--- src/rtl/tc7_pkg.sv ---
// tc7_pkg: shared constants, FSM states and mod-7 helper for the thermometer-code RNS datapath
package tc7_pkg;
  localparam int RNS_M = 7;
  localparam int TC_W = 6;
  typedef enum logic [1:0] {IDLE, ACCUM, DONE} state_t;
  function automatic logic [2:0] mod7_add3(input logic [2:0] acc, input logic [2:0] chunk);
    logic [3:0] s;
    s = {1'b0, acc} + {1'b0, chunk};
    return (s >= 4'(RNS_M)) ? 3'(s - 4'(RNS_M)) : s[2:0];
  endfunction
endpackage

--- src/rtl/tc7_bin_to_therm.sv ---
// tc7_bin_to_therm: 3-bit binary residue to 6-bit thermometer code, bit k-1 set iff value >= k
module tc7_bin_to_therm
  import tc7_pkg::*;
(
  input  logic [2:0]      bin,
  output logic [TC_W-1:0] tc
);
  for (genvar k = 0; k < TC_W; k++) begin : g_tc
    assign tc[k] = bin >= 3'(k + 1);
  end
endmodule

--- src/rtl/tc7_forward_converter.sv ---
// tc7_forward_converter: iterative binary-to-mod-7 reduction, 3 bits per cycle, thermometer-coded result
module tc7_forward_converter
  import tc7_pkg::*;
#(
  parameter int DATA_W = 24
) (
  input  logic              clk,
  input  logic              rst,
  input  logic              in_valid,
  output logic              in_ready,
  input  logic [DATA_W-1:0] in_data,
  output logic              out_valid,
  input  logic              out_ready,
  output logic [TC_W-1:0]   res_tc,
  output logic [2:0]        res_bin,
  output logic              busy
);
  localparam int NCH = DATA_W / 3;
  localparam int CNT_W = (NCH > 1) ? $clog2(NCH) : 1;
  if (DATA_W % 3 != 0 || DATA_W < 3) begin : g_bad_width
    $error("DATA_W must be a multiple of 3 and at least 3");
  end
  state_t state_q, state_d;
  logic [DATA_W-1:0] sreg_q, sreg_d;
  logic [2:0] acc_q, acc_d;
  logic [CNT_W-1:0] cnt_q, cnt_d;
  // state and datapath registers; reset discards any in-flight operand
  always_ff @(posedge clk or posedge rst) begin
    if (rst) begin
      state_q <= IDLE;
      sreg_q <= '0;
      acc_q <= '0;
      cnt_q <= '0;
    end else begin
      state_q <= state_d;
      sreg_q <= sreg_d;
      acc_q <= acc_d;
      cnt_q <= cnt_d;
    end
  end
  // next state: load in IDLE, fold one chunk per ACCUM cycle (8 = 1 mod 7), hold in DONE until taken
  always_comb begin
    state_d = state_q;
    sreg_d = sreg_q;
    acc_d = acc_q;
    cnt_d = cnt_q;
    case (state_q)
      IDLE: if (in_valid) begin
        sreg_d = in_data;
        acc_d = '0;
        cnt_d = '0;
        state_d = ACCUM;
      end
      ACCUM: begin
        acc_d = mod7_add3(acc_q, sreg_q[2:0]);
        sreg_d = sreg_q >> 3;
        cnt_d = cnt_q + 1'b1;
        state_d = (cnt_q == CNT_W'(NCH - 1)) ? DONE : ACCUM;
      end
      DONE: state_d = out_ready ? IDLE : DONE;
      default: state_d = IDLE;
    endcase
  end
  assign in_ready = state_q == IDLE;
  assign out_valid = state_q == DONE;
  assign busy = state_q != IDLE;
  assign res_bin = out_valid ? acc_q : 3'd0;
  tc7_bin_to_therm u_therm (
    .bin(res_bin),
    .tc (res_tc)
  );
endmodule

--- config.mk ---
export PLATFORM = sky130hd
export DESIGN_NAME = tc7_forward_converter
export DESIGN_NICKNAME = d
export VERILOG_FILES = /design/src/rtl/tc7_pkg.sv /design/src/rtl/tc7_bin_to_therm.sv /design/src/rtl/tc7_forward_converter.sv
export SDC_FILE = /design/constraint.sdc
export NUM_CORES = 1
export LEC_CHECK = 0
export BUFFER_PORTS_ARGS = -buffer_cell sky130_fd_sc_hd__buf_4
export CAP_MARGIN = 30
export CORE_ASPECT_RATIO = 1.75
export CORE_UTILIZATION = 57
export CTS_CLUSTER_DIAMETER = 150
export DETAILED_ROUTE_END_ITERATION = 10
export PLACE_DENSITY = 0.84
export SYNTH_ARGS = -nofsm -noshare
export SYNTH_HDL_FRONTEND = slang
export SYNTH_SLANG_ARGS = --single-unit
export TNS_END_PERCENT = 20
--- constraint.sdc ---
create_clock -name clk -period 3.6 [get_ports clk]
set_input_delay 0.36 -clock clk [delete_from_list [all_inputs] [get_ports clk]]
set_output_delay 0.36 -clock clk [all_outputs]
set_load 0.01 [all_outputs]
* Word level (Yosys, flattened, before mapping)
Cells that the tools add are included.
W data, S select, Z words.
** Word-level totals
- Register bits :: 32
- Output and inout port bits :: 12
- Word-level logic and storage cells :: 33
** Operators by class
- Add/sub/neg operators :: 3
- Order comparisons :: 7
- Equal/unequal tests :: 4
- Muxes and demuxes :: 11
- Reduce and logical (&&, ||, !) cells :: 4
** Operator list (number)
- $pmux W24 S2 :: 1
- $mux W24 :: 1
- $pmux W3 S2 :: 2
- $ge A3 B3 Y1 const B :: 3
- $mux W3 :: 3
- $ge A3 B2 Y1 const B :: 2
- $mux W2 :: 3
- $pmux W2 S3 :: 1
- $add A3 B3 Y4 :: 1
- $ge A4 B3 Y1 const B :: 1
- $reduce_bool A2 Y1 :: 2
- $add A3 B1 Y3 const B :: 1
- $eq A3 B3 Y1 const B :: 1
- $ge A3 B1 Y1 const B :: 1
- $sub A3 B3 Y3 const B :: 1
- $eq A2 B1 Y1 const B :: 1
- $eq A2 B2 Y1 const B :: 1
- $logic_not A2 Y1 :: 1
- $ne A2 B2 Y1 const B :: 1
- $reduce_and A2 Y1 :: 1

* Depth between registers and ports, before layout
- Depth after elaboration :: 4
- Gate-level depth with buffers :: 7

* Cells and area by module
Synthesis repeated with hierarchy kept, for this count alone.
** Unflattened totals
- Cells, all modules :: 177
- Area total of the unflattened synthesis :: 1694.1 um2
** By module, submodules not included
- tc7_forward_converter :: instances 1, cells an instance 171, area each 1654.1 um2, seq. area each 800.8 um2
- tc7_bin_to_therm :: instances 1, cells an instance 6, area each 40.0 um2, seq. area each 0.0 um2

* Worst setup path before layout
No wires, ideal clock.
- Kind :: flip-flop to flip-flop
- From :: reg acc_q[0]
- To :: reg acc_q[0]
- Arrival time :: 1.885 ns
- Slack :: 1.595 ns
- Stages on the path, launching flop included :: 7
- Cell sequence :: dfrtp_1 -> ha_1 -> fa_1 -> ha_1 -> a221oi_2 -> xnor2_1 -> a22o_1
** Between the ends
- Word-level cells in the longest chain between the ends :: 4
- Elaborated cells between the ends (all ways) :: 5
- Those cells by class :: add/sub (2); order compare (1); mux (2)
** Ends and longest elaborated chain
- start: declaration :: line tc7_forward_converter.sv:25 : logic [2:0] acc_q, acc_d;
- start signal: assignment :: line tc7_forward_converter.sv:32 : acc_q <= '0;
- start signal: assignment :: line tc7_forward_converter.sv:37 : acc_q <= acc_d;
- $add A3 B3 Y4 (*) :: line tc7_pkg.sv:8 : s = {1'b0, acc} + {1'b0, chunk};
- $ge A4 B3 Y1 or $sub A3 B3 Y3 (tied branches) :: line tc7_pkg.sv:9 : return (s >= 4'(RNS_M)) ? 3'(s - 4'(RNS_M)) : s[2:0];
- $mux W3 (*) :: line tc7_pkg.sv:9
- $pmux W3 S2 (*) :: line tc7_forward_converter.sv:47 : case (state_q)
Every way passes the cells marked *; elsewhere a longest branch is shown, timed or not.
A chain may end at the register's enable or synchronous reset.

* Worst setup path after layout
- From :: reg state_q[1]
- To :: out res_tc[4]
** Between the ends
- Word-level cells in the longest chain between the ends :: 3
** Ends and longest elaborated chain
- start: declaration :: line tc7_forward_converter.sv:23 : state_t state_q, state_d;
- start signal: assignment :: line tc7_forward_converter.sv:35 : state_q <= state_d;
- $eq A2 B2 Y1 :: line tc7_forward_converter.sv:65 : assign out_valid = state_q == DONE;
- $mux W3 :: line tc7_forward_converter.sv:67 : assign res_bin = out_valid ? acc_q : 3'd0;
- $ge A3 B3 Y1 :: line tc7_bin_to_therm.sv:9 : assign tc[k] = bin >= 3'(k + 1);
- end: declaration :: line tc7_forward_converter.sv:14 : output logic [TC_W-1:0] res_tc,
No other way between the ends.

==> summary.md <==
| Metric | Value |
|---|---|
| Root buffer cell | clkbuf_8 |
| Fin. Hold Viols | 0 |
| Pwr dens | 733.2 mW/mm2 |
| Hold depth | 2 |
| Switch Pwr | 0.0005835 W |
| Synth cell count leaders | dfrtp_1 (32), nand2_1 (24), a21oi_1 (22) |
| Crit path cell chain | nand2b_1, inv_1, and2_1, o21a_1, buf_4 |
| XOR/XNOR Fraction of Synth Area | 0.01033 |
| Die W | 43.23 um |
| H-tree depth | 2 |
| Share of post-route cells with drive strength above 1 | 0.2465 |
| Hpwl dp | 2860 um |
| First-pass GRT wire length | 6637 um |
| Nets@finish | 250 |
| Post-route ant nets | 0 |
| Critical Path RT | 3240 ps |
| CP endpoint kind | output port |
| Internal power | 0.0009732 W |
| Initial DRC count | 27 |
| Seq cells post-synth | 32 |
| Reg-to-reg startpoint | acc_q[0] |
| Simple-gate area share of the yosys netlist | 0.1978 |
| Yosys top cell area share | 0.4723 |
| Adder-cell share of the synthesized area | 0.05609 |
| Buffers and inverters on the worst path | 2 |
| Period utilization | 0.6278 |
| Clk_skew | 6.274 ps |
| Filler cells | 201 |
| Die area | 0.003205 mm2 |
| Standard-cell rows | 25 |
| R2R depth | 6 |
| R2r setup slk | 1360 ps |
| Number of synthesized flops with an enable pin | 0 |
| Top cell type by total area after synthesis | dfrtp_1 |
| CP startpoint | state_q[1] |
| Input/output buffers | 39 |
| Total core area | 0.002753 mm2 |
| Reg-to-reg critical path endpoint | acc_q[0] |
| Num Clock Sinks | 32 |
| Synth Net Count | 212 |
| Initial Util | 0.6159 |
| Wire length per cell | 16.34 um |
| Unrepaired setup endpoints after global routing | false |
| Critical path's slowest cell | dfrtp_1 |
| Via density | 5.955 |
| Hold Path Origin | out_ready |
| Max clock buf depth | 2 |
| Cell area after synthesis | 0.001695 mm2 |
| VDD IR-drop max | 433.2 uV |
| Post-synth top flop | dfrtp_1 |
| Run status | complete, no violations |
| DRC errors left | 0 |
| Post-Route WL | 3954 um |
| Register area share after synthesis | 0.4723 |
| GRT Util Overall | 0.2812 |
| Critical-path maximum fanout | 26 |
| Hold Path Sink | state_q[1] |
| Leakage | 1.108 nW |
| CTS tree | done |
| DR pass1 iterations | 4 |
| Worst path top cell family by delay | flip-flops |
| Sequential share of power | 0.407 |
| Post-CTS Setup Bufs | 0 |
| Worst-Margin Slew | 694.9 ps |
| Mapped Avg Cell Area | 9.578 um2 |
| Area delta synth->final | 25.24% |
| Combinational family with the most area after synthesis | compound AO/OA/AOI/OAI gates |
| Hold crit path type | input pin to flip-flop |
| Proportion of synthesized area in mux cells | 0.006642 |
| Largest net degree at the start of global routing | 29 |
| ANT cells | 0 |
| Final setup fails | 0 |
| Ys Warns | 0 |
| Setup CP Type | flip-flop to output port |
| Syn Inst Count | 177 |
| Switching share of total power | 0.3748 |
| Grt ovf | 0 |
| Comb pwr share | 0.401 |
| Crit path arrival time | 1900 ps |
| Yosys cell types | 33 |
| Max-capacitance violation count | 0 |
| Worst setup SP type | flip-flop |
| Most common cell in the netlist | dfrtp_1 |
| CP peak stage delay | 790 ps |
| TritonCTS buffer count | 5 |
| Post-synthesis compound-gate area fraction | 0.2133 |
| Ys async rst share | 1.000 |
| TNS Setup | 0 ps |
| Max Freq | 0.4425 GHz |
| Die height | 74.15 um |
| CTS clk-pin slew, worst paths | 60 ps |
| Total Power | 0.001557 W |
| Skew-Pair Late Insertion Delay | 280 ps |
| Final Core Density | 0.7714 |
| # IOs | 40 |
| Total number of vias | 1441 |
| Min cycle time layout | 2260 ps |
| Max-slew violations | 0 |
| Synth area leaders | dfrtp_1 (47%), and3b_1 (9.8%), a21oi_1 (6.5%), o21ai_0 (5.9%), nand2_1 (5.3%) |
| Part of the power in the clock network | 0.191 |
| Initial antenna violation count | 0 |
| Vias in the first global route | 1518 |
| Max_slew headroom | 0.5368 |
| GP Congestion | 0.7325 |
==> layout by cell type, fill, tap and decap left out, drive strengths merged, types with 3 or more instances in the layout <==
cell | synthesis | layout
buf | 6 | 43
dfrtp | 32 | 32
nand2 | 24 | 24
a21oi | 22 | 22
o21ai | 21 | 21
and3b | 19 | 19
clkbuf | 7 | 7
ha | 6 | 6
nor2 | 5 | 5
a22o | 4 | 4
inv | 4 | 4
a32o | 3 | 3
and2 | 3 | 3
==> layout make-up <==
cell class | count | area, um2 | share of cell area
multi-input cells | 128 | 824.5 | 0.3883
flip-flops and latches | 32 | 800.8 | 0.3771
repair buffers | 44 | 352.8 | 0.1662
well taps | 27 | 33.78 | 0.01591
clock buffers | 7 | 96.34 | 0.04537
inverters | 4 | 15.01 | 0.007071
==> how the worst max path moves through the flow <==
stage | end | slack [ps] | cells after the start
2_1_floorplan | acc_q[0] | 1590 | 6
3_3_place_gp | acc_q[0] | 1520 | 6
3_5_place_dp | acc_q[0] | 1370 | 6
4_1_cts | res_tc[4] | 1320 | 5
5_1_grt | res_tc[4] | 1180 | 5
6_report | res_tc[4] | 1340 | 5
==> power groups by stage <==
stage / Clock (W) / Combinational [W] / Sequential (W)
floorplan: 0 / 0.000500 / 0.000575
global placement: 0 / 0.000570 / 0.000627
detailed placement: 0 / 0.000624 / 0.000639
CTS: 0.000301 / 0.000630 / 0.000633
global route: 0.000319 / 0.000694 / 0.000652
finish: 0.000298 / 0.000625 / 0.000634
==> per-layer routing <==
metal | GRT usage | part of all wire | vias up
met5 | 0 | 0 | -
met4 | 0.1145 | 0.014 | 0
met3 | 0.07282 | 0.040 | 6
met2 | 0.5257 | 0.58 | 43
met1 | 0.2889 | 0.37 | 691
li1 | - | - | 701
==> sequential cells by signal, indices dropped and copies added, names as in the netlist <==
signal and count:
acc_q 3, cnt_q 3, sreg_q 24, state_q 2
==> kinds of logic (layout without fill, tap and decap cells) <==
kind of cell	after synthesis	in the layout
multiplexers	1	1
buffers and inverters	17	55
flip-flops	32	32
adder cells (fa/ha/maj)	7	7
XOR/XNOR	2	2
AO/OA/AOI/OAI	60	60
AND/OR/NAND/NOR	58	58
==> metrics by stage <==
| step | worst slack (ps) | area, um2 | hold slack [ps] | instances |
|---|---|---|---|---|
| global route | 1181 | 2123 | 260.1 | 242 |
| finish | 1340 | 2123 | 262.8 | 242 |
| global placement | 1524 | 1989 | 462.1 | 233 |
| floorplan | 1595 | 1695 | 449.1 | 177 |
| detailed placement | 1375 | 2017 | 291.9 | 234 |
| CTS | 1320 | 2123 | 258.8 | 242 |
==> what timing repair did <==
item                                   in CTS  in global routing
hold buffers                                1                  0
endpoints found under the hold margin       3                  0
gates resized for setup                     0                  0
No activity file was read; power rests on OpenSTA's default activity.
